[src/rtl/uart_host_if.sv]
// Command/response bus between a configuration client and uart_host.
// The client drives commands; uart_host answers with ready, completion and status.
interface uart_host_if;
   logic       cmd_valid;
   logic       cmd_ready;
   logic       cmd_wrb;
   logic [7:0] cmd_addr;
   logic [7:0] cmd_data;
   logic       rsp_valid;
   logic [7:0] rsp_data;
   logic       rsp_error;
   logic       busy;

   modport master (
      output cmd_valid, cmd_wrb, cmd_addr, cmd_data,
      input  cmd_ready, rsp_valid, rsp_data, rsp_error, busy
   );

   modport slave (
      input  cmd_valid, cmd_wrb, cmd_addr, cmd_data,
      output cmd_ready, rsp_valid, rsp_data, rsp_error, busy
   );
endinterface

[src/rtl/uart_host.sv]
// Host-side master for the configuration UART: serializes an 18-bit register
// command onto posi and, for reads, receives the 8-bit response frame on piso.
//
// state      | meaning
// -----------+-----------------------------------------------------------
// S_IDLE     | ready for a command
// S_TX       | shifting start + 18-bit packet + stop onto posi
// S_WAIT_RSP | read: waiting for a response start bit, timeout running
// S_RX_START | start bit seen, confirming it at mid-bit
// S_RX       | sampling 8 data bits, parity and stop at mid-bit
// S_DONE     | rsp_valid pulse, then back to idle
module uart_host #(
   parameter int CLKS_PER_BIT   = 4,
   parameter int TIMEOUT_CYCLES = 256
) (
   input  logic       clk,
   input  logic       reset,
   uart_host_if.slave bus,
   output logic       posi,
   input  logic       piso
);
   localparam int CNT_W = $clog2(CLKS_PER_BIT + 1);
   localparam int TO_W  = $clog2(TIMEOUT_CYCLES + 1);

   typedef enum logic [2:0] {
      S_IDLE,
      S_TX,
      S_WAIT_RSP,
      S_RX_START,
      S_RX,
      S_DONE
   } state_t;

   state_t            state;
   logic [CNT_W-1:0]  bit_cnt;
   logic [4:0]        bits_left;
   logic [TO_W-1:0]   to_cnt;
   logic [18:0]       tx_sh;
   logic [8:0]        rx_sh;
   logic              is_read;
   logic              piso_s1;
   logic              piso_s2;
   logic [16:0]       pkt_body;
   logic              pkt_parity;

   always_comb begin
      pkt_body      = {bus.cmd_addr, (bus.cmd_wrb ? 8'h00 : bus.cmd_data), bus.cmd_wrb};
      pkt_parity    = ^pkt_body;
      bus.cmd_ready = (state == S_IDLE) && !reset;
      bus.busy      = (state != S_IDLE);
   end

   always_ff @(posedge clk) begin
      if (reset) begin
         state         <= S_IDLE;
         posi          <= 1'b1;
         bus.rsp_valid <= 1'b0;
         bus.rsp_data  <= 8'h00;
         bus.rsp_error <= 1'b0;
         piso_s1       <= 1'b1;
         piso_s2       <= 1'b1;
         bit_cnt       <= '0;
         bits_left     <= '0;
         to_cnt        <= '0;
         tx_sh         <= '1;
         rx_sh         <= '0;
         is_read       <= 1'b0;
      end else begin
         piso_s1 <= piso;
         piso_s2 <= piso_s1;
         case (state)
            S_IDLE: begin
               bus.rsp_valid <= 1'b0;
               if (bus.cmd_valid) begin
                  is_read   <= bus.cmd_wrb;
                  tx_sh     <= {1'b1, pkt_parity, pkt_body};
                  posi      <= 1'b0;
                  bit_cnt   <= CNT_W'(CLKS_PER_BIT - 1);
                  bits_left <= 5'd19;
                  state     <= S_TX;
               end
            end
            S_TX: begin
               if (bit_cnt == '0) begin
                  bit_cnt <= CNT_W'(CLKS_PER_BIT - 1);
                  if (bits_left == 5'd0) begin
                     if (is_read) begin
                        to_cnt <= TO_W'(TIMEOUT_CYCLES - 1);
                        state  <= S_WAIT_RSP;
                     end else begin
                        bus.rsp_valid <= 1'b1;
                        bus.rsp_data  <= 8'h00;
                        bus.rsp_error <= 1'b0;
                        state         <= S_DONE;
                     end
                  end else begin
                     // tx_sh[0] holds the next frame bit; the stop bit is last in
                     posi      <= tx_sh[0];
                     tx_sh     <= {1'b1, tx_sh[18:1]};
                     bits_left <= bits_left - 5'd1;
                  end
               end else begin
                  bit_cnt <= bit_cnt - 1'b1;
               end
            end
            S_WAIT_RSP: begin
               if (to_cnt != '0) to_cnt <= to_cnt - 1'b1;
               if (!piso_s2) begin
                  bit_cnt <= CNT_W'(CLKS_PER_BIT / 2 - 1);
                  state   <= S_RX_START;
               end else if (to_cnt == '0) begin
                  bus.rsp_valid <= 1'b1;
                  bus.rsp_data  <= 8'h00;
                  bus.rsp_error <= 1'b1;
                  state         <= S_DONE;
               end
            end
            S_RX_START: begin
               // timeout keeps running across a false start
               if (to_cnt != '0) to_cnt <= to_cnt - 1'b1;
               if (bit_cnt == '0) begin
                  if (!piso_s2) begin
                     bit_cnt   <= CNT_W'(CLKS_PER_BIT - 1);
                     bits_left <= 5'd9;
                     state     <= S_RX;
                  end else begin
                     state <= S_WAIT_RSP;
                  end
               end else begin
                  bit_cnt <= bit_cnt - 1'b1;
               end
            end
            S_RX: begin
               if (bit_cnt == '0) begin
                  bit_cnt <= CNT_W'(CLKS_PER_BIT - 1);
                  if (bits_left == 5'd0) begin
                     bus.rsp_valid <= 1'b1;
                     bus.rsp_data  <= rx_sh[7:0];
                     bus.rsp_error <= (^rx_sh) | ~piso_s2;
                     state         <= S_DONE;
                  end else begin
                     rx_sh     <= {piso_s2, rx_sh[8:1]};
                     bits_left <= bits_left - 5'd1;
                  end
               end else begin
                  bit_cnt <= bit_cnt - 1'b1;
               end
            end
            S_DONE: begin
               bus.rsp_valid <= 1'b0;
               bus.rsp_data  <= 8'h00;
               bus.rsp_error <= 1'b0;
               state         <= S_IDLE;
            end
            default: state <= S_IDLE;
         endcase
      end
   end
endmodule

[src/flat_wrapper.sv]
// flat-port wrapper written by rule: the top's interface ports become plain ports
module uart_host_flat 
#(
   parameter int CLKS_PER_BIT   = 4,
   parameter int TIMEOUT_CYCLES = 256
)
  (clk, reset, posi, piso, bus_cmd_valid, bus_cmd_wrb, bus_cmd_addr, bus_cmd_data, bus_cmd_ready, bus_rsp_valid, bus_rsp_data, bus_rsp_error, bus_busy);
  uart_host_if bus_i ();
  input  logic clk;
  input  logic reset;
  output logic posi;
  input  logic piso;
  input wire logic [$bits(bus_i.cmd_valid)-1:0] bus_cmd_valid;
  input wire logic [$bits(bus_i.cmd_wrb)-1:0] bus_cmd_wrb;
  input wire logic [$bits(bus_i.cmd_addr)-1:0] bus_cmd_addr;
  input wire logic [$bits(bus_i.cmd_data)-1:0] bus_cmd_data;
  output wire logic [$bits(bus_i.cmd_ready)-1:0] bus_cmd_ready;
  output wire logic [$bits(bus_i.rsp_valid)-1:0] bus_rsp_valid;
  output wire logic [$bits(bus_i.rsp_data)-1:0] bus_rsp_data;
  output wire logic [$bits(bus_i.rsp_error)-1:0] bus_rsp_error;
  output wire logic [$bits(bus_i.busy)-1:0] bus_busy;
  assign bus_i.cmd_valid = bus_cmd_valid;
  assign bus_i.cmd_wrb = bus_cmd_wrb;
  assign bus_i.cmd_addr = bus_cmd_addr;
  assign bus_i.cmd_data = bus_cmd_data;
  assign bus_cmd_ready = bus_i.cmd_ready;
  assign bus_rsp_valid = bus_i.rsp_valid;
  assign bus_rsp_data = bus_i.rsp_data;
  assign bus_rsp_error = bus_i.rsp_error;
  assign bus_busy = bus_i.busy;
  uart_host #(.CLKS_PER_BIT(CLKS_PER_BIT), .TIMEOUT_CYCLES(TIMEOUT_CYCLES)) u_core (.clk(clk), .reset(reset), .bus(bus_i), .posi(posi), .piso(piso));
endmodule
[config.mk]
export PLATFORM = sky130hd
export DESIGN_NAME = uart_host_flat
export DESIGN_NICKNAME = d
export VERILOG_FILES = /design/src/rtl/uart_host_if.sv /design/src/rtl/uart_host.sv /design/src/flat_wrapper.sv
export SDC_FILE = /design/constraint.sdc
export NUM_CORES = 1
export LEC_CHECK = 0
export ABC_CLOCK_PERIOD_IN_PS = 2700
export BUFFER_PORTS_ARGS = -buffer_cell sky130_fd_sc_hd__buf_2
export CORE_MARGIN = 5
export CORE_UTILIZATION = 40
export CTS_CLUSTER_SIZE = 30
export DETAILED_ROUTE_END_ITERATION = 7
export GPL_TIMING_DRIVEN = 0
export PLACE_DENSITY = 0.61
export SLEW_MARGIN = 5
export SYNTH_ARGS = -nofsm -noshare
export SYNTH_HDL_FRONTEND = slang
export SYNTH_SLANG_ARGS = --single-unit
[constraint.sdc]
create_clock -name clk -period 2.7 [get_ports clk]
set_input_delay 0.135 -clock clk [delete_from_list [all_inputs] [get_ports clk]]
set_output_delay 0.135 -clock clk [all_outputs]
set_load 0.02 [all_outputs]
# --- After elaboration in Yosys (flattened, before gate mapping) ---
# Index checks and enable logic that the tools add are counted.
word_totals:
  reg_bits: 62
  input_bits: 21
  out_inout_bits: 13
  word_cells: 129
classes:
  add_sub_neg: 3
  eq_ne: 23
  muxes: 59
  bitwise: 3
  n_reduce_logical: 28
ops:
  columns: ["operator", "n"]
  rows:
  - ["two-way mux 8 bit", 8]
  - ["two-way mux 19 bit", 3]
  - ["two-way mux 3 bit", 15]
  - ["one-hot mux 19 bit (2 select lines)", 1]
  - ["two-way mux 9 bit", 4]
  - ["one-hot mux 8 bit (4 select lines)", 1]
  - ["two-way mux 5 bit", 5]
  - ["inequality test 2 x 1 -> 1 bit (second input constant)", 10]
  - ["one-hot mux 9 bit (2 select lines)", 1]
  - ["XOR reduction 17 bit", 1]
  - ["AND reduction 8 bit", 2]
  - ["two-way mux 1 bit", 15]
  - ["one-hot mux 3 bit (5 select lines)", 1]
  - ["one-hot mux 5 bit (3 select lines)", 1]
  - ["inequality test 2 bit (second input constant)", 6]
  - ["one-hot mux 3 bit (4 select lines)", 1]
  - ["nonzero test 4 bit", 3]
  - ["zero test 9 bit", 1]
  - ["nonzero test 9 bit", 1]
  - ["XOR reduction 9 bit", 1]
  - ["subtractor 9 x 1 -> 9 bit (second input constant)", 1]
  - ["one-hot mux 1 bit (4 select lines)", 2]
  - ["AND reduction 4 bit", 2]
  - ["AND reduction 7 bit", 1]
  - ["20 further kinds", 29]

# --- Longest topological paths before layout ---
depth:
  depth_word: 5
  mapped_depth: 10
  ltp_nobuf: 7

# --- Least setup slack after synthesis ---
# Ideal clock, no wire load.
synth_timing:
  path_type: "reg2reg"
  start: "register u_core.bits_left[0]"
  end: "register u_core.bus.rsp_error"
  setup_ns: 0.122
  t_arrival_ns: 2.083
  required_ns: 2.578
  setup_slack_ns: 0.495
  path_stages_with_launch: 9
  n_path_buf: 2
  period_less_slack_ns: 2.205
  cell_sequence: "dfxtp_1 > inv_1 > ha_1 > or4b_1 > buf_2 > o41a_1 > a21o_1 > buf_6 > o311a_1"
synth_between:
  elab_chain_len: 3
  elab_cells_between_ends: 4
  classes_between: "eq/ne: 2; reduce/logical: 2"
synth_rtl:
  columns: ["element", "line", "rtl"]
  rows:
  - ["from (decl)", "uart_host.sv:36", "logic [4:0] bits_left;"]
  - ["from (signal assigned)", "uart_host.sv:100", "bits_left <= bits_left - 5'd1;"]
  - ["from (signal assigned)", "uart_host.sv:143", "bits_left <= bits_left - 5'd1;"]
  - ["zero test 5 bit *", "uart_host.sv:86, uart_host.sv:136", null]
  - ["inequality test 2 x 1 -> 1 bit (no source line)", null, null]
  - ["AND reduction 8 bit (no source line) *", null, null]
  - ["to (signal assigned)", "uart_host.sv:139", "bus.rsp_error <= (^rx_sh) | ~piso_s2;"]
  - ["to (decl)", "uart_host_if.sv:21", "output cmd_ready, rsp_valid, rsp_data, rsp_error, busy"]
# Every way passes the cells marked *; elsewhere a longest branch is shown, timed or not.
# A chain may end at the register's enable or synchronous reset.

# --- Worst setup path after layout ---
layout_timing:
  start: "register u_core.bit_cnt[0]"
  end: "register u_core.bits_left[2]"
layout_between:
  elab_chain_len: 3
  elab_cells_between_ends: 4
  classes_between: "eq/ne: 2; reduce/logical: 2"
layout_rtl:
  columns: ["element", "line", "rtl"]
  rows:
  - ["from (decl)", "uart_host.sv:35", "logic [CNT_W-1:0] bit_cnt;"]
  - ["from (signal assigned)", "uart_host.sv:78", "bit_cnt <= CNT_W'(CLKS_PER_BIT - 1);"]
  - ["from (signal assigned)", "uart_host.sv:85", "bit_cnt <= CNT_W'(CLKS_PER_BIT - 1);"]
  - ["from (signal assigned)", "uart_host.sv:103", "bit_cnt <= bit_cnt - 1'b1;"]
  - ["zero test 3 bit *", "uart_host.sv:84, uart_host.sv:121, uart_host.sv:134", null]
  - ["inequality test 2 x 1 -> 1 bit (no source line)", null, null]
  - ["AND reduction 6 bit (no source line) *", null, null]
# Marks and branches as above.

==> results.md <==
Critical path:
- At the worst endpoint, the required time is 2.93 ns.
- Data arrives at the worst endpoint at 2.66 ns.
- For this design, the slowest cell found on the critical path is o311ai_1.
- The setup slack on the worst flop-to-flop path is 0.27 ns.
- Counting buffers and inverters, the worst setup path is 8 cells deep.
- The dominant delay contributor by cell family on the critical path is compound AO/OA/AOI/OAI gates.
- The delay of the slowest critical-path stage is 0.62 ns.
- The cell count of the worst reg-to-reg path is 8.
- The category of the most critical setup path is register to register.
- The signal on the critical path passes through inv_1 > ha_1 > nor2b_1 > buf_2 > a31oi_1 > o311ai_1 > o21ai_0 > a32o_1.
- The worst reg2reg path endpoint is u_core.bits_left[2].
- The worst register-to-register path begins at u_core.bit_cnt[0].
- The kind of capture point of the worst setup path is a register.
- The largest fanout of any net on the critical path is 10.
- The kind of start point of the critical path is a register.
- The count of buffer and inverter cells on the critical path is 2.

Clock network:
- The setup fix buffers added after clock tree synthesis is 0.
- TritonCTS built the clock tree.
- The CTS root buffer is clkbuf_8.
- The number of clock sinks is 61.
- The maximum clock insertion buffer count is 2.
- The clock reaches the later pin of the worst-skew pair after 0.33 ns.
- In this run, CTS created clock tree buffers numbering 9.
- The clock tree synthesis step divided the H-tree into 3 levels.
- The clock-pin transition on the worst setup and hold timing paths is 0.07 ns.

Cells and area:
- The net count of the finished layout is 447.
- The synthesis-to-finish area growth is 15.4%.
- For this run, the share of the core covered by cells in the final layout is 0.477.
- The register area is 0.00122 sq mm.
- The library cell used most frequently in the layout, excluding fill and tap cells, is dfxtp_1.
- The number of inserted filler cells in the final layout is 807.
- The fraction of layout instances using a drive strength above 1 is 0.162.
- The number of antenna diodes in the final layout is 0.
- In the final layout, the multi-input gates occupy 0.00184 sq mm.
- In the layout the commonest cells are dfxtp_1 (61), nor2_1 (45), buf_2 (38).

Run:
- The tool flagged a number of max-cap violations equal to 0.

Drt:
- In this run the remaining antenna-violating nets after routing total 0.
- The DRC violation total after the first TritonRoute iteration is 216.
- The final wirelength is 7970 um.
- In the routed layout, each cell is associated on average with a via count of 5.51.
- The overall via count from detail_route is 2908.
- For this run, the detailed router's first-pass iteration total came to 4.
- The detail-routed net length per standard cell is 15.1 um.
- The DRC violation count after routing is 0.

Power and ir drop:
- The static leakage power is 0.00147 uW.
- The maximum vdd ir drop is 0.000380 V.
- In this run the power density over the cells is 1030 mW/mm^2.

Synth:
- The mean instance size in the synthesized netlist is 8.51 sq um.
- After synthesis the netlist holds a flip-flop and latch count of 61.
- After synthesis, the share of flip-flops with an asynchronous set or reset is 0.
- Yosys mapped a number of flops with a built-in enable equal to 0.
- The number of nets produced by synthesis is 403.
- Of the synthesized area, sequential elements account for 0.381.
- The count of mapped cells out of synthesis is 377.
- The netlist area before placement is 0.00321 sq mm.
- Yosys printed 0 warnings.
- The number of library cell types mapped by synthesis is 54.
- Among all flip-flop cells after synthesis, the most frequent one is dfxtp_1.

STA:
- Dividing the final minimum period by the clock period gives 0.901.
- The worst pin sits at a relative slew slack of 0.314.
- Derived from the worst setup path, the maximum achievable clock frequency is 411 MHz.
- Setup violations remaining at the end of the flow were counted as 0.
- The setup total negative slack is 0 ns.
- Counting I/O delays and the setup requirement, the final critical path takes 2.43 ns.
- The pin slew with the least headroom to its limit is 1.02 ns.
- Setup repair after global routing left no endpoint under its margin.
- The clock arrives with 0.00790 ns of skew.
- The final-report max-slew violation count was 0.
- The number of failing hold endpoints at the final stage is 0.

Global route:
- The via count of the first global-routing pass came to 2839.
- The number of antenna violations at the first check in global routing is 0.
- The total congestion overflow is 0.
- The wire length of the first global-routing pass is 13500 um.
- Entering global routing, the biggest net connects 11 pins.
- Across every metal layer, demand over resource in global routing totals 0.166.

Floorplanning:
- The die area is 0.00991 sq mm.
- From bottom edge to top edge, the die measures 99.6 um.
- The starting density of the core is 0.413.
- The initialized floorplan defines 32 standard-cell rows.
- 34 I/O pins were placed.
- The die width is 99.6 um.
- The floorplan step defined a core boundary enclosing 0.00777 sq mm.

Placement:
- The detailed placement HPWL is 5710 um.
- The placer congestion estimate is 0.922.
- The count of input and output buffers is 32.

Hold path:
- The worst hold path belongs to the class input pin to register.
- The worst hold path terminates at u_core.is_read.
- The beginning of the worst hold path is bus_cmd_valid.
- The worst hold path stage count is 3.

Run status:
- The run finished with clean final reports.
worst reg2reg max path, delay by kind of cell, from the launching register on:
| kind | cells | cell delay [ns] |
|---|---|---|
| AOI/OAI and AO/OA | 4 | 1.26 |
| buffers and inverters | 2 | 0.37 |
| DFF | 1 | 0.29 |
| adders and majority gates | 1 | 0.20 |
| and+or+nand+nor | 1 | 0.22 |
cells by family (layout without fill, tap and decap cells):
family                   count (synthesis)  count (layout)  synth area share
AND/OR/NAND/NOR                        145             145             0.229
multiplexers                            10              10            0.0312
flip-flops                              61              61             0.381
AO/OA/AOI/OAI                           95              95             0.209
adder cells (fa/ha/maj)                  5               5            0.0195
XOR/XNOR                                24              24            0.0830
buffers and inverters                   37              86            0.0480
synthesized netlist by cell type, types with 3 or more instances:
| cell type | number | area share |
|---|---|---|
| a211o_1 | 9 | 0.025 |
| a211oi_1 | 6 | 0.014 |
| a21oi_1 | 29 | 0.045 |
| a311oi_1 | 3 | 0.0082 |
| a32oi_1 | 8 | 0.022 |
| buf_2 | 6 | 0.0094 |
| clkbuf_1 | 18 | 0.021 |
| dfxtp_1 | 61 | 0.38 |
| ha_1 | 5 | 0.019 |
| inv_1 | 10 | 0.012 |
| mux2i_1 | 10 | 0.031 |
| nand2_1 | 29 | 0.034 |
| nand2b_1 | 4 | 0.0078 |
| nand3_1 | 11 | 0.017 |
| nor2_1 | 45 | 0.053 |
| nor2b_1 | 9 | 0.018 |
| nor3_1 | 17 | 0.027 |
| nor3b_1 | 4 | 0.0094 |
| o21ai_0 | 13 | 0.020 |
| o311ai_0 | 9 | 0.025 |
| or3b_2 | 10 | 0.027 |
| xnor2_1 | 16 | 0.044 |
| xnor3_1 | 3 | 0.021 |
| xor2_1 | 4 | 0.011 |
metal layers:
layer / routed length, um / global-route usage / vias up
met3: 432 / 0.0344 / 6
met5: 0 / 0 / -
met2: 3770 / 0.264 / 86
li1: - / - / 1455
met1: 3710 / 0.221 / 1361
met4: 56 / 0.0609 / 0
power by group:
part | internal, uW | switching, uW | total, uW | leakage (uW)
Combinational | 677 | 1090 | 1760 | 0.000871
Sequential | 1130 | 141 | 1270 | 0.000499
Clock | 449 | 345 | 794 | 0.0000964
sequential cells by signal (all words and copies together), names as in the netlist:
name	cells
u_core.bit_cnt	3
u_core.bits_left	5
u_core.bus.rsp_data	8
u_core.bus.rsp_error	1
u_core.bus.rsp_valid	1
u_core.is_read	1
u_core.piso_s1	1
u_core.piso_s2	1
u_core.posi	1
u_core.rx_sh	9
u_core.state	3
u_core.to_cnt	9
u_core.tx_sh	18
metrics by stage:
| stage | power, uW | hold slack [ns] | std cells | area (sq um) | setup WS, ns |
|---|---|---|---|---|---|
| final | 3830 | 0.141 | 528 | 3700 | 0.269 |
| after global routing | 4120 | 0.138 | 528 | 3700 | 0.0704 |
| after CTS | 3830 | 0.127 | 528 | 3700 | 0.0228 |
| after detailed placement | 3020 | 0.324 | 511 | 3500 | 0.0168 |
| after global placement | 2990 | 0.319 | 511 | 3500 | 0.0641 |
| after floorplan | 2580 | 0.239 | 377 | 3210 | 0.495 |
how the worst max path moves through the flow:
stage	startpoint	endpoint	slack (ns)
3_3_place_gp	u_core.bit_cnt[0]	u_core.bits_left[2]	0.06
6_report	u_core.bit_cnt[0]	u_core.bits_left[2]	0.27
2_1_floorplan	u_core.bits_left[0]	u_core.bus.rsp_error	0.50
5_1_grt	u_core.bits_left[1]	u_core.tx_sh[11]	0.07
4_1_cts	u_core.bit_cnt[0]	u_core.bits_left[2]	0.02
3_5_place_dp	u_core.bit_cnt[0]	u_core.bits_left[2]	0.02
area by class of cell:
| type | instances | area share |
|---|---|---|
| multi-input combinational | 279 | 0.496 |
| sequential | 61 | 0.330 |
| timing repair buffer | 33 | 0.0459 |
| clock buffer | 12 | 0.0392 |
| tap | 102 | 0.0344 |
| buffer | 27 | 0.0314 |
| clock inverter | 4 | 0.0128 |
| inverter | 10 | 0.0101 |
what timing repair did:
action | 4_1_cts | 5_1_grt
hold buffers | 1 | 0
endpoints found under the setup margin | 0 | 4
resized for setup | 0 | 2
hold endpoints to repair | 1 | 0
Note: power is estimated with default switching activity, not from simulation.
